$ cat src/rtl/servo_sd_adc_front.sv
// Per-axis sigma-delta front end: comparator synchroniser, 1-bit feedback driver and
// windowed ones counter producing position samples on a valid/ready interface.
module servo_sd_adc_front #(
  parameter int unsigned SYNC_STAGES = 2,
  parameter int unsigned WIN_BITS    = 8,
  parameter int unsigned OUT_W       = 8
) (
  input  logic             clk,
  input  logic             rst_n,
  input  logic             ena,
  input  logic             comp_async_i,
  output logic             fb_o,
  output logic [OUT_W-1:0] sample_o,
  output logic             sample_valid_o,
  input  logic             sample_ready_i,
  output logic             overrun_o
);

  logic [SYNC_STAGES-1:0] r_sync;
  logic                   r_fb;
  logic [WIN_BITS-1:0]    r_win_cnt;
  logic [WIN_BITS:0]      r_acc;
  logic [OUT_W-1:0]       r_sample;
  logic                   r_valid;
  logic                   r_overrun;

  logic                   w_comp_s;
  logic                   w_win_end;
  logic [WIN_BITS:0]      w_res;
  logic [WIN_BITS-1:0]    w_sat;
  logic [OUT_W-1:0]       w_new_sample;

  logic                   w_fb_d;
  logic [WIN_BITS-1:0]    w_win_cnt_d;
  logic [WIN_BITS:0]      w_acc_d;
  logic [OUT_W-1:0]       w_sample_d;
  logic                   w_valid_d;
  logic                   w_overrun_d;

  assign w_comp_s  = r_sync[SYNC_STAGES-1];
  assign w_win_end = ena & (&r_win_cnt);

  // The last cycle's feedback bit is still in r_fb, so fold it in at window end.
  assign w_res        = r_acc + {{WIN_BITS{1'b0}}, r_fb};
  assign w_sat        = w_res[WIN_BITS] ? {WIN_BITS{1'b1}} : w_res[WIN_BITS-1:0];
  assign w_new_sample = w_sat[WIN_BITS-1 -: OUT_W];

  always_comb begin
    w_fb_d      = ena & ~w_comp_s;
    w_win_cnt_d = '0;
    w_acc_d     = '0;
    w_sample_d  = r_sample;
    w_valid_d   = r_valid;
    w_overrun_d = r_overrun;

    if (ena) begin
      w_win_cnt_d = r_win_cnt + WIN_BITS'(1);
      w_acc_d     = w_win_end ? '0 : w_res;
    end

    if (w_win_end) begin
      w_sample_d = w_new_sample;
      w_valid_d  = 1'b1;
      if (r_valid && !sample_ready_i) begin
        w_overrun_d = 1'b1;
      end
    end else if (r_valid && sample_ready_i) begin
      w_valid_d = 1'b0;
    end
  end

  always_ff @(posedge clk or negedge rst_n) begin
    if (!rst_n) begin
      r_sync    <= '0;
      r_fb      <= 1'b0;
      r_win_cnt <= '0;
      r_acc     <= '0;
      r_sample  <= '0;
      r_valid   <= 1'b0;
      r_overrun <= 1'b0;
    end else begin
      r_sync    <= {r_sync[SYNC_STAGES-2:0], comp_async_i};
      r_fb      <= w_fb_d;
      r_win_cnt <= w_win_cnt_d;
      r_acc     <= w_acc_d;
      r_sample  <= w_sample_d;
      r_valid   <= w_valid_d;
      r_overrun <= w_overrun_d;
    end
  end

  assign fb_o           = r_fb;
  assign sample_o       = r_sample;
  assign sample_valid_o = r_valid;
  assign overrun_o      = r_overrun;

endmodule

$ cat config.mk
export PLATFORM = sky130hd
export DESIGN_NAME = servo_sd_adc_front
export DESIGN_NICKNAME = d
export VERILOG_FILES = /design/src/rtl/servo_sd_adc_front.sv
export SDC_FILE = /design/constraint.sdc
export NUM_CORES = 1
export LEC_CHECK = 0
export CORE_ASPECT_RATIO = 1.2
export CORE_MARGIN = 3
export CORE_UTILIZATION = 40
export CTS_CLUSTER_SIZE = 16
export DETAILED_ROUTE_END_ITERATION = 10
export PLACE_DENSITY = 0.58
export SLEW_MARGIN = 5
export SYNTH_ARGS = -nofsm -noshare
export SYNTH_HDL_FRONTEND = slang
export SYNTH_SLANG_ARGS = --single-unit
$ cat constraint.sdc
create_clock -name clk -period 2.7 [get_ports clk]
set_clock_uncertainty 0.05 [all_clocks]
set_input_delay 0.81 -clock clk [delete_from_list [all_inputs] [get_ports clk]]
set_output_delay 0.81 -clock clk [all_outputs]
set_load 0.03 [all_outputs]
==> flow_summary.ini <==
[clock_tree]
cts_resized = 0
hold_buffers = 0
clock-sinks = 30
h-tree-depth = 2
clockRootBuffer = clkbuf_4
post_cts_buffers = 0
ctsLongestPathBuffers = 2
worstSkewPairLatency_ns = 0.32
cts_buffers = 5
cts_tree = done
clk_pin_slew_worst_paths_ns = 0.09

[yosys]
synth_cells = 108
syn_avg_cell_area_um2 = 11.3
synth_common_cells = dfrtp_1 (30), nor2_1 (23), a21oi_1 (10)
postSynth.asyncResetShare = 1.00
synth_flop_cell = dfrtp_1
yosys.cell_types.count = 25
yosysMostFrequentCell = dfrtp_1
synth_top_area_frac = 0.616
ys_seq_elements = 30
synth-edff-count = 0
yosys.area.top_type = dfrtp_1
yosys-top-cells-area = dfrtp_1 (62%), nor2_1 (7.1%), a21oi_1 (4.1%)
synth_seq_area_share = 0.616
syn-cell-area_um2 = 1220
synthesis.nets = 116
yosysWarnings = 0

[global_route]
grt_max_degree = 31
grt_util_all_layers = 0.138
grt_overflow_total = 0
grt_pass1_wl_um = 3820
antenna_found_initial = 0
grt_pass1_vias = 861

[critical_path]
reg2reg_from = fb_o$_DFF_PN0_
critPathTopFamily = buffers and inverters
crit_chain = clkdlybuf4s50_1
worstSetupStartpointType = register
crit_required_ns = 1.84
cpPeakStageDelay_ns = 0.68
crit_start = sample_o[1]$_DFFE_PN0P_
worst_ep_arrival_time_ns = 1.38
critPathSlowestCell = clkdlybuf4s50_1
r2r_slack_ns = 0.88
crit_buf_inv = 1
critPathMaxFanout = 2
cp-end-kind = output pin
critPathKind = reg -> out

[cells_and_area]
multi_input_area_um2 = 448
nNetsFinal = 139
area_delta_synth_final_pct = 20.3
final_layout_size_suffix_gt1_frac = 0.107
nFillCells = 262
antennaDiodeCount = 0
finish.instance_area_um2 = 1470
regArea_um2 = 751

[die]
initial_core_util = 0.426
die_y_um = 66.5
die_w_um = 56.4
rows = 21
io_pins = 16
coreArea_um2 = 2860
die_area_um2 = 3750

[placed_design]
place_ws_ns = 0.299
finalWeightedCongestion = 0.733
port_buffers = 15
dpl.hpwl_um = 1500
placed_area_um2 = 1420

[sta]
slew_headroom = 0.734
rsz0062_at_grt = false
worst_slack_ns = 0.462
fmax_ghz = 0.447
layout_worst_path_cycle_share = 0.829
drv_slew = 0
worst_pin_slew_ns = 0.396
setup_viol = 0
fin_setup_tns_ns = 0
finalHoldViolCount = 0
period_minus_slack_ns = 2.24

[power_and_ir_drop]
total_power_w = 0.000778
p_per_area_nw_per_um2 = 530
irDropWorstVdd_mv = 0.418
p_leak_nw = 0.673

[routing]
wl_um = 2120
vias = 825
drt-initial-drc-count = 20
routedWlPerCell_um = 12.9
dr.pass1.iters = 3
final_antenna_net_count = 0
route.detailed.drc = 0
vias_per_cell = 5.00

[min_path]
min_path_type = reg -> reg
hold_start = r_sync[0]$_DFF_PN0_

[flow_run]
maxCapViolCount = 0

[outcome]
status = finished clean
[final timing paths]
path	depth (start not counted)	endpoint
hold reg to reg	0	r_sync[1]$_DFF_PN0_
setup / recovery	1	sample_o[1]
min in group asynchronous	2	r_acc[5]$_DFF_PN0_
hold / removal	0	r_sync[1]$_DFF_PN0_
setup reg to reg	6	sample_o[1]$_DFFE_PN0P_
max in group asynchronous	2	sample_valid_o$_DFFE_PN0P_
[cell type report]
cell class,count,share of cell area
tap,34,0.0290
sequential,30,0.512
clock buffer,7,0.0307
multi-input combinational,73,0.305
timing repair buffer,17,0.113
inverter,4,0.0102
[layout by cell type (no fill, tap or decap), types with 2 or more instances in the layout]
cell type / n
dfrtp_1: 30
nor2_1: 23
clkdlybuf4s50_1: 15
a21oi_1: 10
nand3_1: 6
xor2_1: 5
xnor2_1: 5
clkbuf_4: 5
and3_1: 4
inv_1: 3
ha_1: 3
nand2_1: 2
o21ai_0: 2
or3_1: 2
clkbuf_1: 2
buf_4: 2
[flip-flops by register name (all words and copies together), names as in the netlist]
signal / cells
r_acc: 9
r_win_cnt: 8
sample_o: 8
r_sync: 2
fb_o: 1
overrun_o: 1
sample_valid_o: 1
[per-stage QoR]
step,utilization,hold WS (ns),std cells
6_report,0.512,0.309,165
5_1_grt,0.512,0.326,165
4_1_cts,0.512,0.313,165
3_5_place_dp,0.496,0.293,158
3_3_place_gp,0.496,0.289,158
2_1_floorplan,-,0.281,108
[cell families after synthesis]
family,after synthesis,share of synthesized area
fa+ha+maj,3,0.0308
simple gates,43,0.181
compound gates,17,0.0842
xor+xnor,10,0.0719
flops,30,0.616
buf+inv,5,0.0164
[routing by layer]
metal,GRT usage,part of all wire,wire (um)
met5,0,0,0
met4,0.0712,0.016,35
met3,0.0678,0.041,87
met1,0.153,0.42,898
met2,0.219,0.52,1100
[power by group]
part	total (W)	internal [W]	switching, W
clock	0.000241	0.0000980	0.000143
combinational	0.0000663	0.0000267	0.0000396
sequential	0.000471	0.000463	0.00000784
total	0.000778	0.000587	0.000190
No activity file was read; power rests on OpenSTA's default activity.
==> RTL change (same flow settings) <==
Set the parameter `OUT_W` to 6 (it was 8).
--- a/src/rtl/servo_sd_adc_front.sv
+++ b/src/rtl/servo_sd_adc_front.sv
@@ -3,7 +3,7 @@
 module servo_sd_adc_front #(
   parameter int unsigned SYNC_STAGES = 2,
   parameter int unsigned WIN_BITS    = 8,
-  parameter int unsigned OUT_W       = 8
+  parameter int unsigned OUT_W       = 6
 ) (
   input  logic             clk,
   input  logic             rst_n,
Interface: changed (resized sample_o); port bits go from 16 to 14. The function was not compared with the original's and may differ.
==> RTL change against the original RTL <==
- design area decreased by 4.4%
- wire length down 6.5%
- sequential power shrank 8.1%
- critical path depth did not move
- total power fell by 5.4%
- maximum frequency is 1.6% lower
- synthesized area shrank 3.7%
- worst setup slack got worse by 0.035 ns
- sequential cell count is 2 lower
==> RTL change: results (changes against the original RTL) <==
status=finished, final reports clean; Yosys cell types=27 (+8.0%); layout net count=130 (-6.5%); M2 GR Usage=0.1938 (-0.02551); register clock-pin slew on the reported worst setup and hold paths=0.15 ns (+0.06 ns); # H-tree levels=1 (-1); share of cells above drive strength 1=0.07438 (-0.03249); routability cong.=0.7503 (+2.3%); Mapped Cells=105 (-2.8%); sequential area share after synthesis=0.5970 (-0.01900); WL per Instance=12.90 microns (+0.18%); IO Port Bufs=13 (-2); met3 GRT Util=0.01768 (-0.05015); M1 wire length=982 microns (+9.4%); pre-CTS setup slack=0.6194 ns (+0.3200 ns); Total GRT Usage=0.1320 (-0.006333); synth cell count leaders=dfrtp_1, nor2_1, nand2_1, xor2_1; Via density=4.890 (-2.2%); Slew HR=0.6932 (-0.04061); first-pass GRT wire length=3822 microns (+0.18%); fill cell count=239 (-8.8%); placed cells=150 (-5.1%); TritonRoute pass-1 iters=4 (+1); R2R depth=5 (-1); Final WS setup=0.4267 ns (-0.03527 ns); total CTS buffers=3 (-2); Min Hold Slack=0.3301 ns (+0.02135 ns); DP Area=0.001349 sq mm (-5.1%); worst-path fanout max=3 (+1); vias in the first global route=783 (-9.1%); pin count of the biggest net entering global routing=29 (-6.5%); dpl hpwl=1459 microns (-2.5%); Synth area leaders=dfrtp_1, xor2_1, nor2_1; detailed route wirelength on metal2=938 microns (-15%); CP endpoint=fb_o; initial drt markers=18 (-10%)
[RTL change: changes by cell type after synthesis, sizes merged, moves of 4 or more]
cell	delta
nor2	-8
a21oi	-4
and2	+5
nand2	+5
inv	-4
[RTL change: cell families after synthesis]
logic type | Yosys count | share of synthesized area
and+or+nand+nor | 48 | 0.2132
DFF | 28 | 0.5970
xor gates and xnor gates | 12 | 0.08955
AOI/OAI and AO/OA | 11 | 0.05864
buffers and inverters | 3 | 0.009594
adders and majority gates | 3 | 0.03199
[RTL change: power groups by stage]
stage	logic [mW]	registers, mW	clock network [mW]
detailed placement	0.0342	0.441	0
global route	0.0391	0.435	0.300
CTS	0.0347	0.433	0.278
floorplan	0.0117	0.441	0
global placement	0.0343	0.440	0
finish	0.0333	0.433	0.270
[RTL change: cell type report]
cell class,instances,area (sq um),area share
clock inverter,1,30.03,0.02143
timing repair buffer,15,145.1,0.1036
clock buffer,3,22.52,0.01607
tap,33,41.29,0.02946
sequential,28,700.7,0.5000
multi-input combinational,74,461.7,0.3295
